==> config.mk <==
export PLATFORM = sky130hd
export DESIGN_NAME = output_deskewer
export DESIGN_NICKNAME = d
export VERILOG_FILES = /design/src/rtl/systolic_pkg.sv /design/src/rtl/VX_shift_register.sv /design/src/rtl/output_deskewer.sv
export SDC_FILE = /design/constraint.sdc
export NUM_CORES = 1
export LEC_CHECK = 0
export BUFFER_PORTS_ARGS = -buffer_cell sky130_fd_sc_hd__buf_2
export CORE_MARGIN = 2
export CORE_UTILIZATION = 30
export DETAILED_ROUTE_END_ITERATION = 8
export HOLD_SLACK_MARGIN = 0.02
export MAX_ROUTING_LAYER = met4
export SLEW_MARGIN = 20
export SYNTH_ARGS = -nofsm -noshare
export SYNTH_HDL_FRONTEND = slang
export SYNTH_SLANG_ARGS = --single-unit
==> constraint.sdc <==
create_clock -name clk -period 17.1 [get_ports clk]
set_clock_uncertainty 0.15 [all_clocks]
set_input_delay 1.71 -clock clk [delete_from_list [all_inputs] [get_ports clk]]
set_output_delay 1.71 -clock clk [all_outputs]
set_load 0.01 [all_outputs]
==> src/rtl/systolic_pkg.sv <==
// Shared constants and helpers for the systolic array skew/deskew stages.
package systolic_pkg;

   localparam int DEF_MATRIX_SIZE = 2;
   localparam int DEF_DATA_SIZE   = 32;
   localparam int MAX_MATRIX_SIZE = 64;

   // Number of registers lane `lane` needs so all lanes line up. The skewer
   // and deskewer use the same helper so their delays always complement.
   function automatic int lane_delay(input int matrix_size, input int lane);
      return matrix_size - lane;
   endfunction

   // Width of a 0..n-1 index, never narrower than one bit.
   function automatic int idx_width(input int n);
      return (n > 1) ? $clog2(n) : 1;
   endfunction

endpackage

==> src/rtl/VX_shift_register.sv <==
// Enabled shift register with optional reset on the low RESETW bits.
// Taps are the last NTAPS stages, the oldest entry on the top tap.
module VX_shift_register #(
   parameter int DATAW  = 1,
   parameter int RESETW = 0,
   parameter int DEPTH  = 1,
   parameter int NTAPS  = 1
) (
   input  logic                        clk,
   input  logic                        reset,
   input  logic                        enable,
   input  logic [DATAW-1:0]            data_in,
   output logic [NTAPS-1:0][DATAW-1:0] data_out
);

   logic [DEPTH-1:0][DATAW-1:0] entries;

   if (RESETW == 0) begin : g_noreset
      logic [DEPTH-1:0][DATAW-1:0] pipe;
      // Unreset storage; it holds while reset is high so nothing is captured then.
      always_ff @(posedge clk) begin
         if (enable && !reset) begin
            for (int k = DEPTH-1; k > 0; k--) pipe[k] <= pipe[k-1];
            pipe[0] <= data_in;
         end
      end
      assign entries = pipe;
   end else if (RESETW == DATAW) begin : g_reset
      logic [DEPTH-1:0][DATAW-1:0] pipe;
      // Fully reset storage.
      always_ff @(posedge clk) begin
         if (reset) begin
            pipe <= '0;
         end else if (enable) begin
            for (int k = DEPTH-1; k > 0; k--) pipe[k] <= pipe[k-1];
            pipe[0] <= data_in;
         end
      end
      assign entries = pipe;
   end else begin : g_mixed
      logic [DEPTH-1:0][RESETW-1:0]       pipe_r;
      logic [DEPTH-1:0][DATAW-RESETW-1:0] pipe_n;
      // Low bits are reset, high bits only hold during reset.
      always_ff @(posedge clk) begin
         if (reset) begin
            pipe_r <= '0;
         end else if (enable) begin
            for (int k = DEPTH-1; k > 0; k--) begin
               pipe_r[k] <= pipe_r[k-1];
               pipe_n[k] <= pipe_n[k-1];
            end
            pipe_r[0] <= data_in[RESETW-1:0];
            pipe_n[0] <= data_in[DATAW-1:RESETW];
         end
      end
      for (genvar k = 0; k < DEPTH; k++) begin : g_join
         assign entries[k] = {pipe_n[k], pipe_r[k]};
      end
   end

   for (genvar t = 0; t < NTAPS; t++) begin : g_tap
      assign data_out[t] = entries[DEPTH-NTAPS+t];
   end

endmodule

==> src/rtl/output_deskewer.sv <==
// Realigns the skewed columns of a systolic array into whole result rows.
// Lane i arrives i cycles after lane 0, so it is delayed MATRIX_SIZE-i cycles.
// MATRIX_SIZE legal range is 1..64.
module output_deskewer
   import systolic_pkg::*;
#(
   parameter int MATRIX_SIZE = DEF_MATRIX_SIZE,
   parameter int DATA_SIZE   = DEF_DATA_SIZE
) (
   input  logic                                  clk,
   input  logic                                  reset,
   input  logic                                  enable_in,
   input  logic                                  valid_in,
   input  logic [MATRIX_SIZE-1:0][DATA_SIZE-1:0] data,
   output logic [MATRIX_SIZE-1:0][DATA_SIZE-1:0] data_aligned,
   output logic                                  valid_out,
   output logic [idx_width(MATRIX_SIZE)-1:0]     row_idx,
   output logic                                  last_out
);

   localparam int CNTW = idx_width(MATRIX_SIZE);

   logic [MATRIX_SIZE-1:0][DATA_SIZE-1:0] lane_out;
   logic [MATRIX_SIZE:1]                  vld_pipe;
   logic [MATRIX_SIZE:0]                  vld_cat;
   logic [CNTW-1:0]                       cnt;
   logic                                  cnt_last;

   for (genvar i = 0; i < MATRIX_SIZE; i++) begin : g_lane
      VX_shift_register #(
         .DATAW  (DATA_SIZE),
         .RESETW (0),
         .DEPTH  (lane_delay(MATRIX_SIZE, i)),
         .NTAPS  (1)
      ) u_lane (
         .clk      (clk),
         .reset    (reset),
         .enable   (enable_in),
         .data_in  (data[i]),
         .data_out (lane_out[i])
      );
   end

   assign vld_cat = {vld_pipe, valid_in};

   // Valid travels beside lane 0, MATRIX_SIZE enabled stages deep.
   always_ff @(posedge clk) begin
      if (reset) begin
         vld_pipe <= '0;
      end else if (enable_in) begin
         vld_pipe <= vld_cat[MATRIX_SIZE-1:0];
      end
   end

   assign valid_out = vld_pipe[MATRIX_SIZE];
   assign cnt_last  = (cnt == CNTW'(MATRIX_SIZE-1));

   // Row counter advances once per emitted row and wraps at MATRIX_SIZE-1.
   always_ff @(posedge clk) begin
      if (reset) begin
         cnt <= '0;
      end else if (enable_in && valid_out) begin
         cnt <= cnt_last ? '0 : cnt + CNTW'(1);
      end
   end

   assign row_idx  = cnt;
   assign last_out = valid_out && cnt_last;

   // Lane storage is unreset, so the row is gated by valid; this also makes
   // data_aligned read zero right after reset.
   always_comb begin
      data_aligned = '0;
      if (valid_out) data_aligned = lane_out;
   end

endmodule

Yosys cells after proc, flatten, opt, wreduce, memory -nomap -nowiden
Cells that the tools add are included.

storage, ports and cells
  register bits = 99
  bits of input ports = 68
  output and inout bits = 67
  word-level logic and storage cells = 12

operators by class
  add/sub/neg operators = 1
  muxes and demuxes = 2
  reductions and logical operators = 4

operators with widths
  operator                            number
  64-bit two-way mux                  1
  1-bit logical AND                   3
  1-bit adder, second input constant  1
  1-bit logical NOT                   1
  1-bit two-way mux                   1

Depth between registers and ports, before layout
Gate-level depths: netlist of the first run.

  depth in word-level cells = 2
  gate-level depth with buffers = 3
  mapped depth without buffers = 2

Cells and area by module
Synthesis of the first run repeated with hierarchy kept, for this count alone.

second synthesis, totals
  cells, all modules = 212
  area, all modules = 3724.8 um^2

by module, submodules not included
  module                                 times used  cells each  area each (um^2)  sequential area each (um^2)
  VX_shift_register at g_lane[0].u_lane  1           97          2175.8            1921.8
  VX_shift_register at g_lane[1].u_lane  1           33          974.7             960.9
  output_deskewer                        1           82          574.3             60.1

Worst setup path after synthesis of the first run
Ideal clock, no wire load.

  path kind = in2reg
  start = input reset
  end = register g_lane[0].u_lane.g_noreset.pipe, in the netlist g_lane[0].u_lane.data_out[0] (enable)
  library setup time = 564 ps
  data arrival time = 5981 ps
  required time = 16386 ps
  path slack = 10404 ps
  stages = 1
  path buffers = 0
  cells stage by stage = nor2b_1

on the way
  word-level cells in the longest chain between the ends = 2

RTL lines
  element             line                     source
  start: declaration  output_deskewer.sv:11    input logic reset,
  1-bit logical NOT   VX_shift_register.sv:22  if (enable && !reset) begin
  1-bit logical AND   VX_shift_register.sv:22
  end: declaration    VX_shift_register.sv:19  logic [DEPTH-1:0][DATAW-1:0] pipe;

Every way passes these cells.
A chain may end at the register's enable or synchronous reset.

==> flow_metrics.py, run 1 <==
metrics = {
    "placement": {
        "placed_cells": 450,
        "portBuffers": 134,
        "place_congestion": 0.697,
    },
    "sta": {
        "relSlewSlack_pct": 40.2,
        "finalCriticalPeriod_ns": 3.54,
        "worst_pin_slew_ns": 0.897,
        "report.final.slew_viol_count": 0,
        "clock.fmax_mhz": 282,
        "setup-violations-final": 0,
        "fin_crit_sh_pct": 20.7,
        "hold_viol_final": 0,
        "rsz0062_at_grt": "no",
        "setup_tns_ns": 0,
    },
    "layout": {
        "final_util_pct": 40.2,
        "final_cell_mix": "134 x buf_2, 96 x edfxtp_1, 65 x and2_1",
        "final_common_cell": "buf_2",
        "syn_to_final_growth_pct": 31.6,
        "finalNonFillerCells": 466,
        "layout-drive-gt1-share_pct": 46.0,
        "nets": 386,
    },
    "clocking": {
        "clockRootBuffer": "clkbuf_16",
        "postCtsHoldBufs": 0,
        "cts_buffers": 9,
        "worstSkewPairLatency_ns": 0.33,
        "clock_path_buffers": 2,
        "numClockSinks": 99,
        "cts_tree": "done",
        "cts.clk_slew.worst_paths_ns": 0.06,
        "htree_levels": 3,
        "cts-resized-gates": 0,
        "post-cts-setup-buffers": 0,
    },
    "pwr": {
        "combPwrFrac_pct": 4.0,
        "power_switching_mw": 0.0917,
        "p_sw_share_pct": 18.6,
        "power_density_nw_per_um2": 108,
        "peakVddDrop_v": 0.0000598,
        "power_frac_seq_pct": 57.8,
        "clock_power_share_pct": 38.2,
        "leakagePower_nw": 1.92,
        "p_int_mw": 0.402,
    },
    "global_routing": {
        "track_usage_pct": 10.4,
        "grt_pass1_wl_um": 9300,
        "grt_pass1_vias": 1858,
        "grt.overflow.total": 0,
        "grt_max_degree": 97,
        "grt_antenna_before_repair": 1,
    },
    "synthesis": {
        "synth_area_um2": 3460,
        "syn-num-nets": 247,
        "synth_seq_cells": 99,
        "syn_avg_cell_area_um2": 19.3,
        "yosysSeqAreaShare_pct": 85.1,
        "yosysWarnings": 0,
        "netlist_instances": 179,
        "yosysUniqueCellTypes": 11,
        "ys_top_cells_by_area": "edfxtp_1 83%, and2_1 12%, dfxtp_1 1.7%",
        "yosysTopAreaCell": "edfxtp_1",
        "synth_top_area_share_pct": 83.3,
    },
    "die": {
        "rows": 39,
        "ios": 135,
        "core_region_area_um2": 11300,
        "die_area_um2": 12400,
        "die_x_um": 111,
        "die_h_um": 111,
        "initial_core_util_pct": 30.6,
    },
    "critical_path": {
        "criticalPathCategory": "reg2out",
        "end_kind": "output port",
        "critPathMaxFanout": 69,
        "start_kind": "flop",
        "critPathRequiredTime_ns": 15.24,
        "arrival_ns": 1.68,
    },
    "job": {
        "maxCapViolations": 0,
    },
    "drt": {
        "wl_per_cell_um": 13.0,
        "drt_iter0_drc": 56,
        "vias": 1886,
        "routed_wl_um": 6050,
        "drc": 0,
        "via_per_inst": 4.05,
        "ant_nets": 0,
        "first_pass_iters": 4,
    },
    "outcome": {
        "status": "complete, no violations",
    },
    "worst_hold_path": {
        "hp-class": "reg2reg",
    },
}
[routing by layer]
layer / routed length [um] / global-route usage [%] / part of all wire (%)
met5: 0 / - / 0
met3: 484 / 4.41 / 8.0
met1: 2520 / 11.9 / 42
met2: 2870 / 15.2 / 47
met4: 170 / 6.75 / 2.8
[critical path, cell delays in order (launching register included)]
cell	delay [ns]
dfxtp_2	0.91
and2_1	0.27
buf_2	0.14
[through the flow]
step	hold WS, ns	instance area [um2]	power (mW)	worst slack [ns]
6_report	0.268	4550	0.494	13.56
5_1_grt	0.271	4550	0.516	13.32
4_1_cts	0.269	4550	0.504	13.45
3_5_place_dp	0.255	4270	0.311	13.60
3_3_place_gp	0.250	4270	0.310	13.65
2_1_floorplan	0.250	3460	0.299	10.40
[flip-flops by register name (all words and copies together) (netlist names)]
register	count
g_lane.u_lane.entries	32
g_lane.u_lane.data_out	64
vld_pipe	2
row_idx	1
[final timing paths]
check / startpoint / endpoint / slack (ns) / cells past startpoint
worst max register to register: vld_pipe[2]$_SDFFE_PP0P_ / row_idx$_SDFFE_PP0P_ / 15.62 / 2
worst min register to register: g_lane[0].u_lane.entries[2]$_DFFE_PP_ / g_lane[0].u_lane.data_out[2]$_DFFE_PP_ / 0.27 / 0
worst max-delay path: vld_pipe[2]$_SDFFE_PP0P_ / data_aligned[21] / 13.56 / 2
worst min-delay path: g_lane[0].u_lane.entries[2]$_DFFE_PP_ / g_lane[0].u_lane.data_out[2]$_DFFE_PP_ / 0.27 / 0
[power groups by stage]
stage | clock (mW) | sequential, mW | combinational [mW]
2_1_floorplan | 0 | 0.290 | 0.00864
3_3_place_gp | 0 | 0.290 | 0.0196
3_5_place_dp | 0 | 0.291 | 0.0200
4_1_cts | 0.198 | 0.286 | 0.0201
5_1_grt | 0.207 | 0.287 | 0.0218
6_report | 0.189 | 0.285 | 0.0197
[cells by family after synthesis]
| family | after synthesis | share of synthesized area, % |
|---|---|---|
| DFF | 99 | 85.1 |
| and+or+nand+nor | 69 | 12.4 |
| buffers and inverters | 7 | 1.56 |
| AOI/OAI and AO/OA | 2 | 0.434 |
| muxes | 2 | 0.579 |
[area by class of cell]
| class | instances | area, um2 |
|---|---|---|
| Fill cell | 1084 | 6770 |
| Sequential cell | 99 | 2940 |
| Timing Repair Buffer | 135 | 682 |
| Multi-Input combinational cell | 73 | 470 |
| Clock buffer | 11 | 233 |
| Tap cell | 143 | 179 |
| Clock inverter | 4 | 42.5 |
| Antenna cell | 1 | 2.50 |
[synthesized netlist by cell type (all sizes together)]
library cell / n
edfxtp: 96
and2: 65
nor2b: 1
mux2i: 2
nor2: 2
a21bo: 1
nand3b: 1
buf: 7
a21oi: 1
dfxtp: 3
No activity file was read; power rests on OpenSTA's default activity.
==> run 2, diff against run 1 <==
--- a/config.mk
+++ b/config.mk
@@ -5,6 +5,7 @@
 export SDC_FILE = /design/constraint.sdc
 export NUM_CORES = 1
 export LEC_CHECK = 0
+export ABC_AREA = 1
 export BUFFER_PORTS_ARGS = -buffer_cell sky130_fd_sc_hd__buf_2
 export CORE_MARGIN = 2
 export CORE_UTILIZATION = 30
==> constraint.sdc (replaced) <==
create_clock -name clk -period 2.95 [get_ports clk]
set_clock_uncertainty 0.15 [all_clocks]
set_input_delay 0.295 -clock clk [delete_from_list [all_inputs] [get_ports clk]]
set_output_delay 0.295 -clock clk [all_outputs]
set_load 0.01 [all_outputs]
==> run 2 against run 1 <==
Cell count increased by 29%. Setup slack got worse by 13 ns. Area after synthesis increased by 2.6%. Clock-buffer cell count up 3. Synthesized cell count rose by 40%. Register-to-register slack got worse by 14 ns. Clock power increased to 5.7 times the previous value. Utilization up 6.0 points. Sequential share of layout area shrank 9.1 points. Power increased to 6.0 times the previous value. Final area is 16% higher. Global-route usage is 1.1 points higher. Highest routed layer unchanged.
==> flow_metrics.py, run 2 <==
metrics = {
    "synthesis": {
        "synth_top_family_by_area": "buffers and inverters",
        "synth.top_cells.by_count": "96 x edfxtp_1, 67 x inv_1, 66 x nand2_1",
        "synth.most_common_cell": "edfxtp_1",
        "synth-simple-area-share_pct": 7.75,
        "ys_top_cells_by_area": "edfxtp_1 81%, inv_1 7.1%, nand2_1 7.0%",
        "synthMuxAreaShare_pct": 0,
        "synth-async-reset-ratio_pct": 0,
        "synth_seq_cells": 99,
        "synth_edf_count": 96,
        "yosysUniqueCellTypes": 10,
        "synth_top_area_share_pct": 81.2,
        "yosysWarnings": 0,
        "synthAdderAreaFrac_pct": 0,
        "netlist_instances": 250,
        "syn_avg_cell_area_um2": 14.2,
        "synth-compound-area-share_pct": 0.423,
        "synth_area_um2": 3550,
        "syn-num-nets": 318,
        "synth-main-ff-cell": "edfxtp_1",
        "yosysSeqAreaShare_pct": 82.9,
        "synth-xor-area-share_pct": 0,
        "yosysTopAreaCell": "edfxtp_1",
    },
    "pwr": {
        "clock_power_share_pct": 36.1,
        "leakagePower_nw": 2.68,
        "power_switching_mw": 0.596,
        "peakVddDrop_v": 0.000277,
        "power_mw": 2.97,
        "power_frac_seq_pct": 55.9,
        "p_sw_share_pct": 20.0,
        "combPwrFrac_pct": 8.0,
        "power_density_nw_per_um2": 561,
        "p_int_mw": 2.38,
    },
    "die": {
        "ios": 135,
        "initial_core_util_pct": 31.0,
        "die_x_um": 113,
        "core_region_area_um2": 11500,
        "die_h_um": 113,
        "die_area_um2": 12700,
        "rows": 39,
    },
    "placement": {
        "place_area_um2": 4380,
        "place_congestion": 0.712,
        "portBuffers": 134,
        "hpwl_um": 4170,
    },
    "critical_path": {
        "start_kind": "flop",
        "criticalPathCategory": "reg2out",
        "arrival_ns": 1.81,
        "end_kind": "output port",
        "critPathMaxFanout": 37,
        "critPathRequiredTime_ns": 2.51,
    },
    "drt": {
        "routed_wl_um": 6870,
        "drt_iter0_drc": 114,
        "wl_per_cell_um": 11.4,
        "vias": 2371,
        "drc": 0,
        "via_per_inst": 3.93,
        "first_pass_iters": 4,
        "ant_nets": 0,
    },
    "layout": {
        "post-route-cell-area_um2": 5300,
        "layout-drive-gt1-share_pct": 33.0,
        "diodes": 0,
        "final_util_pct": 46.2,
        "final_common_cell": "buf_2",
        "final_cell_mix": "134 x buf_2, 96 x edfxtp_1, 67 x inv_1",
        "layout.area.seq_um2": 2940,
        "syn_to_final_growth_pct": 49.4,
        "fill_cells": 1018,
        "largest_reg_flops": 64,
        "multiInputGateArea_um2": 298,
        "nets": 523,
    },
    "clocking": {
        "post-cts-setup-buffers": 0,
        "htree_levels": 3,
        "clockRootBuffer": "clkbuf_16",
        "cts_tree": "done",
        "numClockSinks": 99,
        "worstSkewPairLatency_ns": 0.34,
        "cts.clk_slew.worst_paths_ns": 0.06,
        "clock_path_buffers": 2,
        "cts_buffers": 9,
    },
    "global_routing": {
        "grt_max_degree": 97,
        "grt.overflow.total": 0,
        "track_usage_pct": 11.5,
        "grt_antenna_before_repair": 0,
        "grt_pass1_wl_um": 10800,
        "grt_pass1_vias": 2310,
    },
    "sta": {
        "fin_crit_sh_pct": 76.3,
        "report.final.slew_viol_count": 0,
        "relSlewSlack_pct": 58.6,
        "finalCriticalPeriod_ns": 2.25,
        "setup_tns_ns": 0,
        "setup-violations-final": 0,
        "worst_pin_slew_ns": 0.621,
        "rsz0062_at_grt": "no",
        "clock.fmax_mhz": 444,
        "hold_viol_final": 0,
    },
    "job": {
        "maxCapViolations": 0,
    },
    "outcome": {
        "status": "complete, no violations",
    },
    "worst_hold_path": {
        "hp-class": "in2reg",
    },
}
==> run 2: cell types whose count changed after synthesis, moves of 2 or more <==
cell	change
inv_1	+67
nand2_1	+66
and2_1	-65
nor2_1	+4
mux2i_1	-2
o21ai_0	+2
==> run 2: path summary, 6_finish.rpt <==
path | to | slack [ns] | cells after the start | startpoint
hold reg to reg | g_lane[0].u_lane.data_out[12]$_DFFE_PP_ | 0.27 | 0 | g_lane[0].u_lane.entries[12]$_DFFE_PP_
setup / recovery | data_aligned[41] | 0.70 | 4 | vld_pipe[2]$_SDFFE_PP0P_
setup reg to reg | row_idx$_SDFFE_PP0P_ | 1.30 | 4 | vld_pipe[2]$_SDFFE_PP0P_
hold / removal | vld_pipe[1]$_SDFFE_PP0P_ | 0.11 | 3 | enable_in
==> run 2: layout make-up <==
cell class / count / area share [%]
clock buffers: 14 / 4.98
clock inverters: 2 / 0.189
inverters: 67 / 4.74
multi-input cells: 76 / 5.62
flip-flops and latches: 99 / 55.5
well taps: 143 / 3.37
repair buffers: 202 / 25.6
==> run 2: through the flow <==
step	setup WS, ns	cells	hold WS, ns
floorplan	0.612	250	0.244
global placement	1.04	522	0.251
detailed placement	1.02	522	0.255
CTS	0.633	603	0.0894
global route	0.497	603	0.104
finish	0.698	603	0.112
==> run 2: worst max-delay path, cell delays in order, from the launching register on <==
cell     delay (ns)
dfxtp_2        0.72
buf_4          0.41
nand2_1        0.10
inv_1          0.07
buf_2          0.12
==> run 2: routing by layer <==
layer / vias to the layer above / global-route usage (%) / share of wire, %
li1: 1195 / - / -
met2: 95 / 18.5 / 49
met5: - / - / 0
met3: 9 / 4.61 / 7.1
met4: 0 / 4.47 / 1.8
met1: 1072 / 13.0 / 42
==> run 2: power by group through the flow <==
stage | Combinational (mW) | Sequential [mW] | Clock (mW)
CTS | 0.240 | 1.66 | 1.12
floorplan | 0.0889 | 1.68 | 0
finish | 0.239 | 1.66 | 1.07
global placement | 0.171 | 1.69 | 0
detailed placement | 0.173 | 1.69 | 0
global route | 0.264 | 1.67 | 1.18
==> run 2: what timing repair did <==
action | 4_1_cts | 5_1_grt
hold buffers | 65 | 0
hold endpoints to repair | 65 | 0
resized for setup | 0 | 0
==> run 2: logic make-up (layout without fill, tap and decap cells) <==
logic type,count (synthesis),in the layout
and+or+nand+nor,73,73
AOI/OAI and AO/OA,3,3
buffers and inverters,75,285
DFF,99,99
